`config.mk`:
```
export PLATFORM = sky130hd
export DESIGN_NAME = trigger_sequencer_flat
export DESIGN_NICKNAME = d
export VERILOG_FILES = /design/src/rtl/trigger_sequencer_if.sv /design/src/rtl/trigger_sequencer.sv /design/src/flat_wrapper.sv
export SDC_FILE = /design/constraint.sdc
export NUM_CORES = 1
export LEC_CHECK = 0
export CORE_MARGIN = 5
export CORE_UTILIZATION = 45
export DETAILED_ROUTE_END_ITERATION = 10
export PLACE_DENSITY = 0.71
export SYNTH_ARGS = -nofsm -noshare
export SYNTH_HDL_FRONTEND = slang
export SYNTH_SLANG_ARGS = --single-unit
```
`constraint.sdc`:
```
create_clock -name Clock -period 3.7 [get_ports Clock]
set_input_delay 0.925 -clock Clock [delete_from_list [all_inputs] [get_ports Clock]]
set_output_delay 0.925 -clock Clock [all_outputs]
set_load 0.01 [all_outputs]
```
`src/rtl/trigger_sequencer_if.sv`:
```
// Signal bundle between the trigger source / playback control side and the
// trigger sequencer. The sequencer connects through the slave modport.
interface trigger_sequencer_if #(
    parameter int DLY_W  = 34,
    parameter int AUTO_W = 24,
    parameter int MISS_W = 8
);
    logic              Trig_In;
    logic              Edge_Sel;
    logic [1:0]        Mode;
    logic              Arm;
    logic [DLY_W-1:0]  Delay_Vin;
    logic [DLY_W-1:0]  Holdoff_Vin;
    logic [AUTO_W-1:0] Auto_Vin;
    logic              Ending_Sin;
    logic              Trig_Ctrl_Sout;
    logic              Trig_Start;
    logic              Auto_Fired;
    logic [2:0]        State_Out;
    logic [MISS_W-1:0] Missed_Cnt;

    modport master (
        output Trig_In, Edge_Sel, Mode, Arm, Delay_Vin, Holdoff_Vin, Auto_Vin, Ending_Sin,
        input  Trig_Ctrl_Sout, Trig_Start, Auto_Fired, State_Out, Missed_Cnt
    );

    modport slave (
        input  Trig_In, Edge_Sel, Mode, Arm, Delay_Vin, Holdoff_Vin, Auto_Vin, Ending_Sin,
        output Trig_Ctrl_Sout, Trig_Start, Auto_Fired, State_Out, Missed_Cnt
    );
endinterface

```
`src/rtl/trigger_sequencer.sv`:
```
// Trigger controller for waveform playback: synchronised edge detect, programmable
// delay, playback gating until Ending_Sin, holdoff, with OFF/NORMAL/SINGLE/AUTO modes.
module trigger_sequencer #(
    parameter int DLY_W  = 34,
    parameter int AUTO_W = 24,
    parameter int MISS_W = 8
) (
    input  logic                Clock,
    input  logic                Rst_n,
    trigger_sequencer_if.slave  bus
);

    localparam logic [2:0] S_IDLE    = 3'd0;
    localparam logic [2:0] S_ARMED   = 3'd1;
    localparam logic [2:0] S_DELAY   = 3'd2;
    localparam logic [2:0] S_RUN     = 3'd3;
    localparam logic [2:0] S_HOLDOFF = 3'd4;

    localparam logic [1:0] M_OFF    = 2'd0;
    localparam logic [1:0] M_SINGLE = 2'd2;
    localparam logic [1:0] M_AUTO   = 2'd3;

    function automatic logic [MISS_W-1:0] sat_inc_miss(input logic [MISS_W-1:0] v);
        return (v == '1) ? v : v + MISS_W'(1);
    endfunction

    function automatic logic [AUTO_W-1:0] sat_inc_tmr(input logic [AUTO_W-1:0] v);
        return (v == '1) ? v : v + AUTO_W'(1);
    endfunction

    logic              sync_p0, sync_p1, sync_p2, hit;
    logic [2:0]        state, state_nxt, exit_state;
    logic [DLY_W-1:0]  dly_cnt, dly_cnt_nxt, hold_cnt, hold_cnt_nxt;
    logic [AUTO_W-1:0] auto_tmr;
    logic              auto_pend, auto_pend_nxt;
    logic              timeout, enter_run;
    logic              trig_ctrl, trig_start, auto_fired;
    logic [MISS_W-1:0] missed;

    // Synchroniser, edge register and registered edge-detect pulse
    always_ff @(posedge Clock or negedge Rst_n) begin
        if (!Rst_n) begin
            sync_p0 <= 1'b0;
            sync_p1 <= 1'b0;
            sync_p2 <= 1'b0;
            hit     <= 1'b0;
        end else begin
            sync_p0 <= bus.Trig_In;
            sync_p1 <= sync_p0;
            sync_p2 <= sync_p1;
            hit     <= bus.Edge_Sel ? (sync_p2 & ~sync_p1) : (sync_p1 & ~sync_p2);
        end
    end

    // Timer value N means N cycles elapsed since ARMED entry; Auto_Vin=0 behaves like 1.
    assign timeout    = (bus.Mode == M_AUTO) &&
                        (({1'b0, auto_tmr} + (AUTO_W+1)'(1)) >= {1'b0, bus.Auto_Vin});
    assign exit_state = (bus.Mode == M_SINGLE) ? S_IDLE : S_ARMED;

    always_comb begin
        state_nxt     = state;
        dly_cnt_nxt   = dly_cnt;
        hold_cnt_nxt  = hold_cnt;
        auto_pend_nxt = auto_pend;
        if (bus.Mode == M_OFF) begin
            state_nxt     = S_IDLE;
            dly_cnt_nxt   = '0;
            hold_cnt_nxt  = '0;
            auto_pend_nxt = 1'b0;
        end else begin
            case (state)
                S_IDLE: begin
                    if (bus.Mode != M_SINGLE || bus.Arm)
                        state_nxt = S_ARMED;
                end
                S_ARMED: begin
                    // A real hit wins over a simultaneous timeout and clears the auto flag
                    if (hit || timeout) begin
                        auto_pend_nxt = ~hit;
                        dly_cnt_nxt   = bus.Delay_Vin;
                        state_nxt     = (bus.Delay_Vin == '0) ? S_RUN : S_DELAY;
                    end
                end
                S_DELAY: begin
                    dly_cnt_nxt = dly_cnt - DLY_W'(1);
                    if (dly_cnt == DLY_W'(1))
                        state_nxt = S_RUN;
                end
                S_RUN: begin
                    if (bus.Ending_Sin) begin
                        auto_pend_nxt = 1'b0;
                        hold_cnt_nxt  = bus.Holdoff_Vin;
                        state_nxt     = (bus.Holdoff_Vin == '0) ? exit_state : S_HOLDOFF;
                    end
                end
                S_HOLDOFF: begin
                    hold_cnt_nxt = hold_cnt - DLY_W'(1);
                    if (hold_cnt == DLY_W'(1))
                        state_nxt = exit_state;
                end
                default: state_nxt = S_IDLE;
            endcase
        end
    end

    assign enter_run = (state_nxt == S_RUN) && (state != S_RUN);

    // Sequencer state, counters and registered outputs
    always_ff @(posedge Clock or negedge Rst_n) begin
        if (!Rst_n) begin
            state      <= S_IDLE;
            dly_cnt    <= '0;
            hold_cnt   <= '0;
            auto_tmr   <= '0;
            auto_pend  <= 1'b0;
            trig_ctrl  <= 1'b0;
            trig_start <= 1'b0;
            auto_fired <= 1'b0;
            missed     <= '0;
        end else begin
            state      <= state_nxt;
            dly_cnt    <= dly_cnt_nxt;
            hold_cnt   <= hold_cnt_nxt;
            auto_pend  <= auto_pend_nxt;
            auto_tmr   <= (state == S_ARMED && state_nxt == S_ARMED) ? sat_inc_tmr(auto_tmr) : '0;
            trig_ctrl  <= (state_nxt == S_RUN);
            trig_start <= enter_run;
            auto_fired <= enter_run && auto_pend_nxt;
            if (hit && (state == S_DELAY || state == S_RUN || state == S_HOLDOFF))
                missed <= sat_inc_miss(missed);
        end
    end

    assign bus.Trig_Ctrl_Sout = trig_ctrl;
    assign bus.Trig_Start     = trig_start;
    assign bus.Auto_Fired     = auto_fired;
    assign bus.State_Out      = state;
    assign bus.Missed_Cnt     = missed;

endmodule

```
`src/flat_wrapper.sv`:
```
// flat-port wrapper written by rule: the top's interface ports become plain ports
module trigger_sequencer_flat 
#(
    parameter int DLY_W  = 34,
    parameter int AUTO_W = 24,
    parameter int MISS_W = 8
)
  (Clock, Rst_n, bus_Trig_In, bus_Edge_Sel, bus_Mode, bus_Arm, bus_Delay_Vin, bus_Holdoff_Vin, bus_Auto_Vin, bus_Ending_Sin, bus_Trig_Ctrl_Sout, bus_Trig_Start, bus_Auto_Fired, bus_State_Out, bus_Missed_Cnt);
  trigger_sequencer_if #(.DLY_W(DLY_W), .AUTO_W(AUTO_W), .MISS_W(MISS_W)) bus_i ();
  input  logic Clock;
  input  logic Rst_n;
  input wire logic [$bits(bus_i.Trig_In)-1:0] bus_Trig_In;
  input wire logic [$bits(bus_i.Edge_Sel)-1:0] bus_Edge_Sel;
  input wire logic [$bits(bus_i.Mode)-1:0] bus_Mode;
  input wire logic [$bits(bus_i.Arm)-1:0] bus_Arm;
  input wire logic [$bits(bus_i.Delay_Vin)-1:0] bus_Delay_Vin;
  input wire logic [$bits(bus_i.Holdoff_Vin)-1:0] bus_Holdoff_Vin;
  input wire logic [$bits(bus_i.Auto_Vin)-1:0] bus_Auto_Vin;
  input wire logic [$bits(bus_i.Ending_Sin)-1:0] bus_Ending_Sin;
  output wire logic [$bits(bus_i.Trig_Ctrl_Sout)-1:0] bus_Trig_Ctrl_Sout;
  output wire logic [$bits(bus_i.Trig_Start)-1:0] bus_Trig_Start;
  output wire logic [$bits(bus_i.Auto_Fired)-1:0] bus_Auto_Fired;
  output wire logic [$bits(bus_i.State_Out)-1:0] bus_State_Out;
  output wire logic [$bits(bus_i.Missed_Cnt)-1:0] bus_Missed_Cnt;
  assign bus_i.Trig_In = bus_Trig_In;
  assign bus_i.Edge_Sel = bus_Edge_Sel;
  assign bus_i.Mode = bus_Mode;
  assign bus_i.Arm = bus_Arm;
  assign bus_i.Delay_Vin = bus_Delay_Vin;
  assign bus_i.Holdoff_Vin = bus_Holdoff_Vin;
  assign bus_i.Auto_Vin = bus_Auto_Vin;
  assign bus_i.Ending_Sin = bus_Ending_Sin;
  assign bus_Trig_Ctrl_Sout = bus_i.Trig_Ctrl_Sout;
  assign bus_Trig_Start = bus_i.Trig_Start;
  assign bus_Auto_Fired = bus_i.Auto_Fired;
  assign bus_State_Out = bus_i.State_Out;
  assign bus_Missed_Cnt = bus_i.Missed_Cnt;
  trigger_sequencer #(.DLY_W(DLY_W), .AUTO_W(AUTO_W), .MISS_W(MISS_W)) u_core (.Clock(Clock), .Rst_n(Rst_n), .bus(bus_i));
endmodule
```
# --- Word-level counts from Yosys, hierarchy flattened ---
# Index checks and enable logic that the tools add are counted.
word_totals:
  register_bits: 111
  out_inout_bits: 14
  wordCells: 83
op_classes:
  add_sub_neg: 5
  magnitude_cmp: 1
  eq_ne: 17
  muxes: 23
  n_bitwise: 6
  n_reduce_logical: 18
op_table:
  columns: ["operator", "n"]
  rows:
  - ["$mux 34", 4]
  - ["$pmux 34 s2", 2]
  - ["$eq 34x1->1 const B", 2]
  - ["$logic_not 34->1", 2]
  - ["$sub 34x1->34 const B", 2]
  - ["$mux 24", 2]
  - ["$add 24x1->25 const B", 1]
  - ["$ge 25x24->1", 1]
  - ["$add 24x1->24 const B", 1]
  - ["$eq 24x24->1 const B", 1]
  - ["$mux 3", 7]
  - ["$pmux 3 s5", 1]
  - ["$eq 3x2->1 const B", 3]
  - ["$add 8x1->8 const B", 1]
  - ["$eq 8x8->1 const B", 1]
  - ["$eq 3x1->1 const B", 2]
  - ["$mux 1", 6]
  - ["$ne 3x2->1 const B", 2]
  - ["$reduce_and 2->1", 3]
  - ["$reduce_bool 3->1", 2]
  - ["$logic_and 1x1->1", 5]
  - ["$eq 2x2->1 const B", 2]
  - ["$logic_or 1x1->1", 4]
  - ["$ne 2x2->1 const B", 2]
  - ["other kinds (7)", 11]

# --- Logic depth before layout (Yosys ltp) ---
# Gate-level depths: netlist of run 1.
depth:
  ltp_word: 10
  mapped_depth: 17
  ltp_nobuf: 15

# --- Worst setup path before layout of run 1 ---
# No wires, ideal clock.
synth_timing:
  kind: "reg-to-reg"
  start: "register u_core.auto_tmr[0]"
  end: "register u_core.dly_cnt[1]"
  t_arrival_ps: 3571
  required_ps: 3623
  setup_slack_ps: 52
  stages_incl_launch_ff: 16
  path_buffers: 0
  synth_period_minus_slack_ps: 3648
  cell_sequence: "dfrtp_1 > ha_1 > nand3_1 > nor3_4 > and2_1 > nand3_1 > xor2_1 > inv_1 > ha_1 > a21o_1 > a211oi_1 > a211oi_1 > or4_1 > o31ai_4 > mux2_2 > a21oi_1"
synth_via:
  elab_chain_len: 6
synth_rtl:
  columns: ["element", "line_no", "text"]
  rows:
  - ["from (decl)", "trigger_sequencer.sv:34", "logic [AUTO_W-1:0] auto_tmr;"]
  - ["from (signal assigned)", "trigger_sequencer.sv:125", "auto_tmr <= (state == S_ARMED && state_nxt == S_ARMED) ? sat_inc_tmr(auto_tmr) : '0;"]
  - ["$add 24x1->25", "trigger_sequencer.sv:57", "(({1'b0, auto_tmr} + (AUTO_W+1)'(1)) >= {1'b0, bus.Auto_Vin});"]
  - ["$ge 25x24->1", "trigger_sequencer.sv:57", null]
  - ["$logic_and 1x1->1", "trigger_sequencer.sv:56", "assign timeout = (bus.Mode == M_AUTO) &&"]
  - ["$logic_or 1x1->1", "trigger_sequencer.sv:78", "if (hit || timeout) begin"]
  - ["$ne 3x1->1 (no line)", null, null]
  - ["$reduce_and 2->1 (no line)", null, null]
  - ["to (signal assigned)", "trigger_sequencer.sv:122", "dly_cnt <= dly_cnt_nxt;"]
  - ["to (decl)", "trigger_sequencer.sv:33", "logic [DLY_W-1:0] dly_cnt, dly_cnt_nxt, hold_cnt, hold_cnt_nxt;"]
# Every way passes these cells.
# A chain may end at the register's enable or synchronous reset.

# --- Final worst setup path of run 1 ---
# Ends and elaborated chain as after synthesis.

==> results by stage, run 1 <==
Flow run:
- The total of max-cap violations is 0.

Detailed routing:
- The average routed wire per standard cell is 17.24 µm.
- For this block, the routed nets add up to 21.80 mm of wire.
- The pre-antenna-repair detailed-routing pass consisted of 6 iterations.
- For this run, design rule violations remaining after detail routing come to 0.
- The final route contains 7422 vias.
- The count of nets left with antenna violations once routing finished came out at 0.
- The detailed router's first-iteration violation count is 808.
- The number of vias per cell is 5.867.

Timing:
- The worst hold margin is 0.3594 ns.
- Setup repair after global routing could not meet its margin everywhere.
- Counting I/O delays and the setup requirement, the final critical path takes 3.825 ns.
- Setup violations remaining at the end of the flow were counted as 13.
- The number of max-slew violations in the final report is 0.
- The count of endpoints failing hold in the final timing report came to 0.
- Clock skew on the completed layout was measured at 0.01452 ns.
- The slew at the pin closest to its max-slew limit is 0.9333 ns.
- After layout, the worst setup slack is -0.1248 ns.
- For this run, the top clock speed supported by timing is 0.2614 GHz.
- The worst slew slack as a fraction of its limit is 0.3720.
- The final worst-path cycle share is 1.034.

Finish:
- The footprint of the flip-flops and latches is 0.002778 mm².
- The library cells used most frequently in the layout, excluding fill and tap cells, are 112 x sky130_fd_sc_hd__clkdlybuf4s50_1, 111 x sky130_fd_sc_hd__nor2_1, 111 x sky130_fd_sc_hd__dfrtp_1, 73 x sky130_fd_sc_hd__a21oi_1, 63 x sky130_fd_sc_hd__nand2_1.
- The final design area excluding fillers is 0.009743 mm².
- In the final layout, the multi-input gates occupy 0.004438 mm².
- The ratio of cells with drive above 1 in the final layout is 0.1659.
- The count of inserted antenna diode cells is 0.
- The share of the core filled with cells in the final layout is 0.6178.
- The area growth from synthesis to layout is 35.40%.
- The final net count is 1174.
- The leading cell type in the layout, fill and taps excluded is sky130_fd_sc_hd__clkdlybuf4s50_1.
- The count of fill cells added during filler insertion is 1372.

Place:
- The number of I/O port buffers is 113.
- Prior to clock tree synthesis, the placed netlist has a worst setup slack of -0.3865 ns.
- The congestion estimate from routability-driven global placement came to 0.8809.
- Once detailed placement completed, the half-perimeter wirelength came to 14.63 mm.
- The placed standard-cell area is 0.008842 mm².

Synth:
- The share of synthesized area in the top cell type comes to 0.3860.
- During synthesis, Yosys emitted a total of 0 warnings.
- The cell taking the most area after synthesis is sky130_fd_sc_hd__dfrtp_1.
- After synthesis the netlist holds a flip-flop and latch count of 111.
- Yosys mapped a number of flops with a built-in enable equal to 0.
- For this run, the register share of the synthesized area comes to 0.3860.
- The average cell area after synthesis is 8.067 µm².
- Synthesis produced a netlist with a net count of 1022.
- After synthesis, the share of flip-flops with an asynchronous set or reset is 1.000.
- In this run, distinct cell masters in the synthesized netlist total 63.
- The dominant synthesized flop cell is sky130_fd_sc_hd__dfrtp_1.
- By area the synthesized netlist is led by sky130_fd_sc_hd__dfrtp_1 39%, sky130_fd_sc_hd__a21oi_1 6.8%, sky130_fd_sc_hd__o21ai_0 6.4%, sky130_fd_sc_hd__nor2_1 6.2%, sky130_fd_sc_hd__ha_1 5.2%.
- The synthesized cell area is 0.007196 mm².
- The count of mapped cells out of synthesis is 892.

CTS:
- The total CTS buffers is 9.
- The H-tree generated during clock tree synthesis spans 3 levels.
- The longest clock path from root to sink contains 2 buffers.
- Clock tree synthesis found a total of 111 sinks.
- The clock slew at the register clock pins of the worst setup and hold paths is 0.08 ns.
- The clock reaches the later pin of the worst-skew pair after 0.37 ns.
- The cell at the root of the clock tree is sky130_fd_sc_hd__clkbuf_16.
- TritonCTS built the clock tree.

Floorplan:
- The floorplan has 46 rows.
- The die covers 0.01862 mm².
- The floorplan core area is 0.01577 mm².
- The die height is 136.5 µm.
- The initial core utilization is 0.4563.
- The boundary pin count is 114.
- The die is 136.5 µm wide.

Pwr:
- Cell internal power was estimated by the tool at 0.003335 W.
- The part of the total power dissipated in the clock network is 0.169.
- Of the total power, the share spent switching nets is 0.4533.
- The power per unit of standard cell area is 626.1 mW/mm².
- The switching power summed over all nets is 0.002765 W.
- Summed over all cells, the static leakage comes to 4.248 nW.
- Across the VDD grid, the largest voltage drop is 0.3579 mV.
- The sequential power share is 0.334.
- The combinational power share is 0.497.
- The design draws 0.006100 W.

GRT:
- Entering global routing, the biggest net connects 112 pins.
- The first global-routing pass estimated 33.73 mm of wire.
- The number of global-route vias before repair came to 6821.
- The overall global routing resource usage is 0.2215.
- The residual overflow from global routing is 0.
- The number of antenna violations at the first check in global routing is 0.

Status:
- The checks that failed: negative setup slack.
- The flow ran to the end, but the final reports show violations.

Worst setup path:
- In this run the worst path has a maximum fanout of 5.
- The most used cell along the critical path is sky130_fd_sc_hd__buf_6.
- The type of the worst setup path is reg -> reg.
- The signal on the critical path passes through buf_6 > nand4_1 > nor2_2 > nand2_2 > nor3b_2 > buf_4 > nand2_1 > xnor2_1 > ha_1 > a211oi_2 > a211oi_2 > or4_4 > buf_6 > o31ai_4 > buf_6 > mux2_4 > a21oi_2.
- The required time of the critical path is 3.98 ns.
- The endpoint identified for the worst register-to-register timing path is u_core.dly_cnt[1]$_DFFE_PN0P_.
- On the critical path, the stage with the largest delay is an instance of sky130_fd_sc_hd__or4_4.
- STA classifies the critical path startpoint as a flop.
- The category of the worst setup path capture point is a flop.
- The worst register-to-register path begins at u_core.auto_tmr[0]$_DFFE_PN0P_.
- In this run the register-to-register setup slack is -0.12 ns.
- Data on the critical path arrives at its endpoint at 4.11 ns.
- For this run, the slowest stage of the critical path takes 0.55 ns.
- Counting cells, the worst reg-to-reg path comes to 17.

Worst hold path:
- In this run the worst hold path is classified as reg -> reg.
- The worst-case hold path end point is u_core.sync_p1$_DFF_PN0_.
- The worst hold path begins at u_core.sync_p0$_DFF_PN0_.
- The hold path depth is 0.
## critical path: cells and delay by family, from the launching register on
kind	cells	cell delay [ns]
AO/OA/AOI/OAI	4	0.73
flip-flops	1	0.41
XOR/XNOR	1	0.16
AND/OR/NAND/NOR	6	1.25
buffers and inverters	4	0.58
multiplexers	1	0.31
adder cells (fa/ha/maj)	1	0.31
## power by group through the flow
stage | Combinational, W | Sequential [W] | Clock [W]
2_1_floorplan | 0.00186 | 0.00189 | 0
3_3_place_gp | 0.00261 | 0.00200 | 0
3_5_place_dp | 0.00265 | 0.00201 | 0
4_1_cts | 0.00266 | 0.00199 | 0.00106
5_1_grt | 0.00333 | 0.00209 | 0.00109
6_report | 0.00303 | 0.00203 | 0.00103
## sequential cells by signal, indices dropped and copies added (netlist names)
name and flops:
u_core.bus.Trig_Start 1, u_core.bus.State_Out 3, u_core.sync_p0 1, u_core.auto_tmr 24
u_core.bus.Auto_Fired 1, u_core.sync_p2 1, u_core.hit 1, u_core.bus.Trig_Ctrl_Sout 1
u_core.auto_pend 1, u_core.bus.Missed_Cnt 8, u_core.dly_cnt 34, u_core.sync_p1 1
u_core.hold_cnt 34
## cell families (layout without fill, tap and decap cells)
kind of cell    count (synthesis)  count (layout)  synth area share
mux                             5               5          0.007303
buf+inv                        89             246           0.04730
simple gates                  373             373            0.2633
fa+ha+maj                      30              30           0.05216
flops                         111             111            0.3860
compound gates                254             254            0.2074
xor+xnor                       30              30           0.03652
## synth_stat cells, drive strengths merged (7+ instances only)
cell and instances:
clkbuf 30, or4 8, nor3 35, nand3 27, buf 7, a31oi 8
xnor2 18, nor2 118, and3 11, ha 30, xor2 12, a22oi 7
dfrtp 111, o21ai 94, or3 8, a21oi 98, inv 52, nand2 66
and2 9, nand4 17, nor4 44
## cell type report
| class | count | area share |
|---|---|---|
| Tap cell | 216 | 0.02774 |
| Multi-Input combinational cell | 692 | 0.4555 |
| Inverter | 52 | 0.02003 |
| Timing Repair Buffer | 178 | 0.1793 |
| Clock inverter | 7 | 0.009246 |
| Sequential cell | 111 | 0.2851 |
| Clock buffer | 9 | 0.02312 |
## per-layer routing
| metal | up-vias | wire length, µm | track usage |
|---|---|---|---|
| met5 | - | 0 | 0 |
| met2 | 270 | 10280 | 0.3338 |
| met1 | 3590 | 9724 | 0.3239 |
| li1 | 3538 | - | - |
| met4 | 0 | 308 | 0.05431 |
| met3 | 24 | 1490 | 0.04885 |
## worst max-delay path by stage
stage	start	endpoint	slack, ns
CTS	u_core.auto_tmr[0]$_DFFE_PN0P_	u_core.dly_cnt[1]$_DFFE_PN0P_	0.02
detailed placement	u_core.auto_tmr[0]$_DFFE_PN0P_	u_core.dly_cnt[8]$_DFFE_PN0P_	-0.39
finish	u_core.auto_tmr[0]$_DFFE_PN0P_	u_core.dly_cnt[1]$_DFFE_PN0P_	-0.12
global route	u_core.auto_tmr[1]$_DFFE_PN0P_	u_core.dly_cnt[1]$_DFFE_PN0P_	-0.26
global placement	u_core.auto_tmr[0]$_DFFE_PN0P_	u_core.dly_cnt[11]$_DFFE_PN0P_	-0.33
floorplan	u_core.auto_tmr[0]$_DFFE_PN0P_	u_core.dly_cnt[1]$_DFFE_PN0P_	0.05
## through the flow
stage | std cells | TNS [ns]
2_1_floorplan | 892 | 0
3_3_place_gp | 1231 | -2.914
3_5_place_dp | 1231 | -3.322
4_1_cts | 1247 | 0
5_1_grt | 1265 | -9.669
6_report | 1265 | -0.4770
## what timing repair did
| action | CTS | global route |
|---|---|---|
| cloned | 0 | 5 |
| buffers inserted | 0 | 15 |
| endpoints found under the setup margin | 10 | 64 |
| resized for setup | 8 | 134 |
| endpoints found under the hold margin | 0 | 0 |
| pin swaps | 1 | 36 |
| hold buffers | 0 | 0 |
Power figures use the tool's default switching activity.
==> run 2: changes to the inputs <==
--- a/config.mk
+++ b/config.mk
@@ -5,10 +5,13 @@
 export SDC_FILE = /design/constraint.sdc
 export NUM_CORES = 1
 export LEC_CHECK = 0
+export CELL_PAD_IN_SITES_DETAIL_PLACEMENT = 0
+export CELL_PAD_IN_SITES_GLOBAL_PLACEMENT = 1
+export CORE_ASPECT_RATIO = 0.5
 export CORE_MARGIN = 5
-export CORE_UTILIZATION = 45
+export CORE_UTILIZATION = 37
 export DETAILED_ROUTE_END_ITERATION = 10
-export PLACE_DENSITY = 0.71
+export PLACE_DENSITY_LB_ADDON = 0.1
 export SYNTH_ARGS = -nofsm -noshare
 export SYNTH_HDL_FRONTEND = slang
 export SYNTH_SLANG_ARGS = --single-unit
==> run 2 against run 1 <==
Against the previous run: the flow still finishes with violations (negative setup slack); utilization shrank 9.8 points; combinational power grew 3%; register-to-register slack worse by 0.03 ns; global-route usage fell by 1.3 points; flip-flop and latch count stayed put; wire length is 9.7% higher; clock power hardly changed; cell count up 6.8%; sequential share of layout area decreased by 0.77 points; clock-buffer cell count grew 2; setup slack lost 0.030 ns; via count about the same; critical path type unchanged.
==> results by stage, run 2 (same netlist as run 1, synthesis figures left out) <==
CTS:
- The clock tree buffer depth is 2 (unchanged).
- The total CTS buffers was 9 (unchanged).
- The CTS tree is built (unchanged).
- The cell at the root of the clock tree is sky130_fd_sc_hd__clkbuf_16 (unchanged).
- The later-pin clock latency in the skew report is 0.38 ns (was 0.37 ns).
- The number of sinks driven by the clock tree was 111 (unchanged).
- The clock slew at the register clock pins of the worst setup and hold paths is 0.08 ns (about the same).
- The number of hold-repair buffers added at the cts stage is 0 (unchanged).
- The CTS H-tree depth is 3 (unchanged).

Timing:
- The worst slew slack as a fraction of its limit is 0.4548 (was 0.3720).
- The worst hold margin came to 0.3666 ns (was 0.3594 ns).
- The post-layout worst setup margin is -0.1546 ns (was -0.1248 ns).
- The final worst-path cycle share is 1.042 (was 1.034).
- RSZ-0062 raised after global routing: true (unchanged).
- The top achievable clock speed is 0.2594 GHz (was 0.2614 GHz).
- The number of setup violations in the final report is 44 (was 13).
- The clock skew after layout came to 0.01254 ns (was 0.01452 ns).
- The slew at the pin closest to its max-slew limit is 0.8177 ns (was 0.9333 ns).
- The count of endpoints failing hold in the final timing report is 0 (unchanged).
- The minimum period implied by the final worst setup slack is 3.855 ns (was 3.825 ns).
- The number of max-slew violations in the final report is 0 (unchanged).

Floorplan:
- The die height was 108.6 µm (was 136.5 µm).
- The width of the die is 207.2 µm (was 136.5 µm).
- The total number of placement rows is 36 (was 46).
- The floorplan core area is 0.01928 mm² (was 0.01577 mm²).
- The boundary pin count was 114 (unchanged).
- The area of the die is 0.02251 mm² (was 0.01862 mm²).
- The initial core utilization came to 0.3732 (was 0.4563).

Finish:
- The footprint of the flip-flops and latches came to 0.002778 mm² (unchanged).
- The area added between synthesis and finish is 39.14% (was 35.40%).
- The final net count came to 1210 (was 1174).
- Largest regs: u_core.dly_cnt: 34 flops, u_core.hold_cnt: 34 flops, u_core.auto_tmr: 24 flops (unchanged).
- The share of the core filled with cells in the final layout is 0.5193 (was 0.6178).
- The count of inserted antenna diode cells is 0 (unchanged).
- The total area of multi-input combinational cells is 0.004367 mm² (was 0.004438 mm²).
- The leading cell type in the layout, fill and taps excluded is sky130_fd_sc_hd__clkdlybuf4s50_1 (unchanged).
- The count of fill cells added during filler insertion is 1867 (was 1372).
- Leading cell types in the layout, fill and taps excluded: 112 x sky130_fd_sc_hd__clkdlybuf4s50_1, 111 x sky130_fd_sc_hd__dfrtp_1, 109 x sky130_fd_sc_hd__nor2_1, 84 x sky130_fd_sc_hd__buf_4, 80 x sky130_fd_sc_hd__a21oi_1 (was 112 x sky130_fd_sc_hd__clkdlybuf4s50_1, 111 x sky130_fd_sc_hd__nor2_1, 111 x sky130_fd_sc_hd__dfrtp_1, 73 x sky130_fd_sc_hd__a21oi_1, 63 x sky130_fd_sc_hd__nand2_1).
- The ratio of cells with drive above 1 in the final layout is 0.1834 (was 0.1659).
- The final design area excluding fillers came to 0.01001 mm² (was 0.009743 mm²).

Worst setup path:
- The highest fanout seen on the critical path is 6 (was 5).
- The category of the worst setup path capture point is a flop (unchanged).
- The data arrival time of the worst path is 4.12 ns (was 4.11 ns).
- The kind of start point of the critical path is a flop (unchanged).
- The required time of the critical path is 3.96 ns (was 3.98 ns).
- The type of the worst setup path is reg -> reg (unchanged).

GRT:
- The first-pass GRT wire length is 38.07 mm (was 33.73 mm).
- The pin count of the biggest net entering global routing is 40 (was 112).
- The overall global routing resource usage is 0.2086 (was 0.2215).
- The number of global-route vias before repair came to 7335 (was 6821).
- The residual overflow from global routing is 0 (unchanged).
- The number of antenna violations at the first check in global routing is 0 (unchanged).

Detailed routing:
- The number of vias per cell came to 5.496 (was 5.867).
- The via count of the routed design is 7425 (was 7422).
- The average routed wire per standard cell was 17.71 µm (was 17.24 µm).
- The routed wire length came to 23.93 mm (was 21.80 mm).
- The detailed router's first-iteration violation count was 408 (was 808).
- The first-pass iteration count of the detailed router was 5 (was 6).
- The count of nets left with antenna violations after detail routing is 0 (unchanged).
- The DRC violation count after routing is 0 (unchanged).

Pwr:
- The sequential power share is 0.330 (was 0.334).
- The cell leakage power is 4.388 nW (was 4.248 nW).
- The total power is 0.006144 W (was 0.006100 W).
- The power per unit of standard cell area is 613.7 mW/mm² (was 626.1 mW/mm²).
- The cell internal power dissipation was 0.003359 W (was 0.003335 W).
- The switching power summed over all nets is 0.002785 W (was 0.002765 W).
- The part of the total power dissipated in the clock network is 0.164 (was 0.169).
- The switching part of the total power is 0.4533 (about the same).
- The peak supply drop is 0.2698 mV (was 0.3579 mV).
- The combinational power share is 0.506 (was 0.497).

Place:
- The routability-driven placement congestion ratio is 0.8638 (was 0.8809).
- The final HPWL from detailed placement was 16.82 mm (was 14.63 mm).
- The placed standard-cell area is 0.009145 mm² (was 0.008842 mm²).
- The number of I/O port buffers came to 113 (unchanged).

Status:
- Violated checks: negative setup slack (unchanged).
- Result of the run: finished, violations left (unchanged).

Flow run:
- The total of max-cap violations was 0 (unchanged).

Worst hold path:
- The class of the tightest hold or removal check is reg -> reg (unchanged).
-- run 2: area by class of cell --
cell class	count	share of cell area
multi-input combinational	692	0.4361
sequential	111	0.2774
timing repair buffer	214	0.2044
tap	266	0.03324
clock buffer	11	0.02524
inverter	52	0.01950
clock inverter	5	0.003999
-- run 2: power groups by stage --
stage / logic (W) / registers (W) / clock network (W)
floorplan: 0.00186 / 0.00189 / 0
detailed placement: 0.00281 / 0.00201 / 0
global placement: 0.00279 / 0.00200 / 0
global route: 0.00344 / 0.00209 / 0.00108
finish: 0.00311 / 0.00202 / 0.00101
CTS: 0.00286 / 0.00200 / 0.00104
-- run 2: path summary, 6_finish.rpt --
| check | to | depth (start not counted) | start | slack, ns |
|---|---|---|---|---|
| max in group asynchronous | u_core.auto_tmr[22]$_DFFE_PN0P_ | 2 | Rst_n | 2.46 |
| setup / recovery | u_core.dly_cnt[25]$_DFFE_PN0P_ | 20 | u_core.auto_tmr[0]$_DFFE_PN0P_ | -0.15 |
| min in group asynchronous | u_core.dly_cnt[1]$_DFFE_PN0P_ | 1 | Rst_n | 0.54 |
| hold / removal | u_core.sync_p1$_DFF_PN0_ | 0 | u_core.sync_p0$_DFF_PN0_ | 0.37 |
| hold reg to reg | u_core.sync_p1$_DFF_PN0_ | 0 | u_core.sync_p0$_DFF_PN0_ | 0.37 |
| setup reg to reg | u_core.dly_cnt[25]$_DFFE_PN0P_ | 20 | u_core.auto_tmr[0]$_DFFE_PN0P_ | -0.15 |
-- run 2: repair_timing --
item | in CTS | in global routing
gates cloned | 0 | 2
endpoints found under the hold margin | 0 | 0
setup endpoints to repair | 64 | 64
buffers inserted | 22 | 7
gates resized for setup | 37 | 84
pin swaps | 11 | 32
-- run 2: metal layers --
layer  track usage  vias to the layer above  wire [µm]
met1        0.2675                     3590      10640
met4       0.05846                        0        512
met5             0                        -          0
met2        0.3592                      168      11690
met3       0.04829                       37       1078
li1              -                     3630          -
-- run 2: metrics by stage --
stage / TNS [ns] / setup slack (ns) / std cells
6_report: -2.308 / -0.1546 / 1351
5_1_grt: -17.41 / -0.3700 / 1351
4_1_cts: -0.05521 / -0.02325 / 1346
3_5_place_dp: -7.164 / -0.2539 / 1308
3_3_place_gp: -6.026 / -0.1756 / 1308
2_1_floorplan: 0 / 0.05164 / 892
-- run 2: worst max-delay path: stages, from the launching register on --
cell and delay [ns]:
sky130_fd_sc_hd__dfrtp_1 0.39, sky130_fd_sc_hd__buf_6 0.11, sky130_fd_sc_hd__nand4_1 0.14, sky130_fd_sc_hd__nor2_2 0.20, sky130_fd_sc_hd__nand2_2 0.10, sky130_fd_sc_hd__nor3b_2 0.17
sky130_fd_sc_hd__buf_4 0.14, sky130_fd_sc_hd__buf_6 0.09, sky130_fd_sc_hd__nand4_1 0.14, sky130_fd_sc_hd__xnor2_1 0.16, sky130_fd_sc_hd__ha_1 0.32, sky130_fd_sc_hd__nand4_1 0.16
sky130_fd_sc_hd__nor4_2 0.07, sky130_fd_sc_hd__buf_4 0.14, sky130_fd_sc_hd__a21oi_2 0.16, sky130_fd_sc_hd__a31oi_4 0.18, sky130_fd_sc_hd__or3_4 0.43, sky130_fd_sc_hd__buf_6 0.13
sky130_fd_sc_hd__o31ai_4 0.27, sky130_fd_sc_hd__buf_6 0.18, sky130_fd_sc_hd__a21oi_1 0.06
==> run 3: changes to the inputs <==
--- a/config.mk
+++ b/config.mk
@@ -9,9 +9,11 @@
 export CELL_PAD_IN_SITES_GLOBAL_PLACEMENT = 1
 export CORE_ASPECT_RATIO = 0.5
 export CORE_MARGIN = 5
-export CORE_UTILIZATION = 37
+export CORE_UTILIZATION = 38
+export CTS_BUF_LIST = sky130_fd_sc_hd__clkbuf_4 sky130_fd_sc_hd__clkbuf_8
 export DETAILED_ROUTE_END_ITERATION = 10
-export PLACE_DENSITY_LB_ADDON = 0.1
+export PLACE_DENSITY = 0.91
+export REMOVE_ABC_BUFFERS = 1
 export SYNTH_ARGS = -nofsm -noshare
 export SYNTH_HDL_FRONTEND = slang
 export SYNTH_SLANG_ARGS = --single-unit
==> run 3 against run 2 <==
Against the previous run: sequential power hardly changed; critical endpoint is now u_core.dly_cnt[9]$_DFFE_PN0P_; die area decreased by 2.4%; wire length fell by 1.2%; setup slack improved by 0.20 ns; design area fell by 4.2%; critical path type unchanged; clock skew rose by 0.0071 ns; power fell by 5.4%; flip-flop and latch count unchanged; worst hold slack worse by 0.0045 ns; the flow now finishes without violations.
==> results by stage, run 3 (same netlist as run 1, synthesis figures left out) <==
Timing:
- The worst slew slack as a fraction of its limit is 0.4622 (was 0.4548).
- The top achievable clock speed came to 0.2739 GHz (was 0.2594 GHz).
- The summed negative setup slack over all endpoints is 0 ns (was -2.308 ns).
- The minimum period implied by the final worst setup slack is 3.651 ns (was 3.855 ns).
- The clock skew after layout is 0.01966 ns (was 0.01254 ns).
- The final worst-path cycle share was 0.9868 (was 1.042).
- RSZ-0062 raised after global routing: true (unchanged).
- The number of setup violations in the final report is 0 (was 44).
- The slew at the pin closest to its max-slew limit is 0.8066 ns (was 0.8177 ns).
- The worst hold margin was 0.3622 ns (was 0.3666 ns).
- The count of endpoints failing hold in the final timing report is 0 (unchanged).
- The number of max-slew violations in the final report was 0 (unchanged).

Pwr:
- The cell leakage power is 4.157 nW (was 4.388 nW).
- The peak supply drop is 0.2957 mV (was 0.2698 mV).
- The total power is 0.005814 W (was 0.006144 W).
- The power per unit of standard cell area came to 606.0 mW/mm² (was 613.7 mW/mm²).

Detailed routing:
- The count of nets left with antenna violations after detail routing is 0 (unchanged).
- The routed wire length came to 23.64 mm (was 23.93 mm).
- The number of vias per cell is 5.763 (was 5.496).
- The first-pass iteration count of the detailed router was 5 (unchanged).
- The DRC violation count after routing is 0 (unchanged).
- The via count of the routed design was 7544 (was 7425).
- The average routed wire per standard cell is 18.06 µm (was 17.71 µm).
- The detailed router's first-iteration violation count came to 718 (was 408).

CTS:
- The number of sinks driven by the clock tree is 111 (unchanged).
- The later-pin clock latency in the skew report is 0.38 ns (about the same).
- The cell at the root of the clock tree is sky130_fd_sc_hd__clkbuf_8 (was sky130_fd_sc_hd__clkbuf_16).
- The total CTS buffers was 9 (unchanged).
- The CTS H-tree depth is 3 (unchanged).
- The CTS tree was built (unchanged).
- The clock slew at the register clock pins of the worst setup and hold paths is 0.13 ns (was 0.08 ns).
- The clock tree buffer depth was 2 (unchanged).
- The number of hold-repair buffers added at the cts stage is 0 (unchanged).

GRT:
- The overall global routing resource usage was 0.2062 (was 0.2086).
- The pin count of the biggest net entering global routing is 59 (was 40).
- The number of antenna violations at the first check in global routing is 0 (unchanged).
- The first-pass GRT wire length came to 37.25 mm (was 38.07 mm).
- The number of global-route vias before repair is 7228 (was 7335).
- The residual overflow from global routing was 0 (unchanged).

Status:
- Result of the run: complete, no violations (was finished, violations left).

Finish:
- The final net count is 1175 (was 1210).
- The count of fill cells added during filler insertion is 1740 (was 1867).
- Leading cell types in the layout, fill and taps excluded: 115 x sky130_fd_sc_hd__nor2_1, 112 x sky130_fd_sc_hd__clkdlybuf4s50_1, 111 x sky130_fd_sc_hd__dfrtp_1, 91 x sky130_fd_sc_hd__a21oi_1, 64 x sky130_fd_sc_hd__nand2_1 (was 112 x sky130_fd_sc_hd__clkdlybuf4s50_1, 111 x sky130_fd_sc_hd__dfrtp_1, 109 x sky130_fd_sc_hd__nor2_1, 84 x sky130_fd_sc_hd__buf_4, 80 x sky130_fd_sc_hd__a21oi_1).
- The share of the core filled with cells in the final layout came to 0.5192 (was 0.5193).
- The area added between synthesis and finish is 33.33% (was 39.14%).
- The final design area excluding fillers is 0.009594 mm² (was 0.01001 mm²).
- Largest regs: u_core.dly_cnt: 34 flops, u_core.hold_cnt: 34 flops, u_core.auto_tmr: 24 flops (unchanged).
- The leading cell type in the layout, fill and taps excluded was sky130_fd_sc_hd__nor2_1 (was sky130_fd_sc_hd__clkdlybuf4s50_1).
- The ratio of cells with drive above 1 in the final layout is 0.1429 (was 0.1834).
- The count of inserted antenna diode cells is 0 (unchanged).

Floorplan:
- The width of the die was 204.6 µm (was 207.2 µm).
- The boundary pin count is 114 (unchanged).
- The area of the die is 0.02196 mm² (was 0.02251 mm²).
- The die height is 107.3 µm (was 108.6 µm).
- The initial core utilization is 0.3894 (was 0.3732).
- The total number of placement rows came to 35 (was 36).
- The floorplan core area is 0.01848 mm² (was 0.01928 mm²).

Worst setup path:
- The most used cell along the critical path is sky130_fd_sc_hd__buf_4 (was sky130_fd_sc_hd__buf_6).
- The number of cells traversed by the worst register-to-register path is 20 (unchanged).
- The startpoint of the worst register-to-register path is u_core.auto_tmr[0]$_DFFE_PN0P_ (unchanged).
- The internal reg-to-reg setup slack was 0.05 ns (was -0.15 ns).
- The kind of start point of the critical path is a flop (unchanged).
- Crit-path cells: ha_4 > nand3_4 > nor3_4 > and2_4 > buf_4 > buf_4 > nand3_4 > xor2_2 > inv_2 > ha_4 > nand4_1 > nor4_4 > buf_4 > a21oi_4 > a31oi_4 > o31ai_4 > buf_4 > buf_6 > o21ai_2 > o21ai_1 (was buf_6 > nand4_1 > nor2_2 > nand2_2 > nor3b_2 > buf_4 > buf_6 > nand4_1 > xnor2_1 > ha_1 > nand4_1 > nor4_2 > buf_4 > a21oi_2 > a31oi_4 > or3_4 > buf_6 > o31ai_4 > buf_6 > a21oi_1).
- The buffers plus inverters on the worst setup path is 6 (unchanged).
- The kind of cell with the highest combined delay on the critical path was simple AND/OR/NAND/NOR gates (unchanged).
- The category of the worst setup path capture point is a flop (unchanged).
- The required time of the critical path is 3.99 ns (was 3.96 ns).
- The slowest library cell on the worst path is sky130_fd_sc_hd__dfrtp_1 (was sky130_fd_sc_hd__or3_4).
- The endpoint of the lowest-slack register-to-register path is u_core.dly_cnt[9]$_DFFE_PN0P_ (was u_core.dly_cnt[25]$_DFFE_PN0P_).
- The highest fanout seen on the critical path is 5 (was 6).
- The type of the worst setup path is reg -> reg (unchanged).
- The data arrival time of the worst path came to 3.94 ns (was 4.12 ns).
- The delay of the slowest cell on the worst path came to 0.45 ns (was 0.43 ns).

Worst hold path:
- The hold path depth is 0 (unchanged).
- The class of the tightest hold or removal check is reg -> reg (unchanged).
- The startpoint of the lowest-slack hold path is u_core.sync_p0$_DFF_PN0_ (unchanged).
- The worst-case hold path end point was u_core.sync_p1$_DFF_PN0_ (unchanged).

Place:
- The placed standard-cell area is 0.008884 mm² (was 0.009145 mm²).
- The final HPWL from detailed placement was 16.39 mm (was 16.82 mm).
- The number of I/O port buffers came to 113 (unchanged).
- The routability-driven placement congestion ratio is 0.8421 (was 0.8638).

Flow run:
- The total of max-cap violations is 0 (unchanged).
==> run 3: cell count changes in the layout (fill, tap and decap cells not counted), moves of 8 or more <==
cell | before | now
sky130_fd_sc_hd__a21oi_1 | 80 | 91
sky130_fd_sc_hd__o21ai_2 | 18 | 8
sky130_fd_sc_hd__a21oi_2 | 16 | 6
sky130_fd_sc_hd__clkbuf_16 | 10 | 2
sky130_fd_sc_hd__buf_4 | 84 | 54
sky130_fd_sc_hd__o21ai_0 | 50 | 59
==> run 3: how the worst max path moves through the flow <==
stage	start	depth (start not counted)	endpoint	slack (ns)
floorplan	u_core.auto_tmr[0]$_DFFE_PN0P_	15	u_core.dly_cnt[1]$_DFFE_PN0P_	-0.25
global placement	bus_Auto_Vin[20]	10	u_core.dly_cnt[14]$_DFFE_PN0P_	-0.18
detailed placement	u_core.auto_tmr[0]$_DFFE_PN0P_	15	u_core.dly_cnt[11]$_DFFE_PN0P_	-0.33
CTS	u_core.auto_tmr[1]$_DFFE_PN0P_	20	u_core.dly_cnt[31]$_DFFE_PN0P_	0.01
global route	u_core.auto_tmr[0]$_DFFE_PN0P_	20	u_core.dly_cnt[9]$_DFFE_PN0P_	-0.14
finish	u_core.auto_tmr[0]$_DFFE_PN0P_	20	u_core.dly_cnt[9]$_DFFE_PN0P_	0.05
==> run 3: stage by stage <==
stage | cells | setup slack (ns)
3_3_place_gp | 1274 | -0.1839
2_1_floorplan | 855 | -0.2516
5_1_grt | 1309 | -0.1362
6_report | 1309 | 0.04869
3_5_place_dp | 1274 | -0.3260
4_1_cts | 1301 | 0.01459
==> run 3: layout make-up <==
class | instances | area, µm² | share of cell area
clock buffers | 9 | 123.9 | 0.01291
clock inverters | 7 | 77.57 | 0.008086
inverters | 52 | 195.2 | 0.02034
multi-input cells | 692 | 4378 | 0.4563
flip-flops and latches | 111 | 2778 | 0.2895
well taps | 259 | 324.1 | 0.03378
repair buffers | 179 | 1718 | 0.1791
==> run 3: metal layers <==
metal	global-route usage	routed length [µm]
met5	0	0
met4	0.03822	259
met3	0.03311	1485
met2	0.3418	11260
met1	0.2896	10630
==> run 3: timing repair <==
item / CTS / global route
pin swaps: 13 / 18
endpoints found under the setup margin: 61 / 62
buffers inserted: 10 / 6
cloned: 2 / 3
gates resized for setup: 19 / 84
==> run 3: power breakdown <==
part | internal (W) | switching, W
sequential | 0.00156 | 0.000459
combinational | 0.00123 | 0.00177
clock | 0.000324 | 0.000462
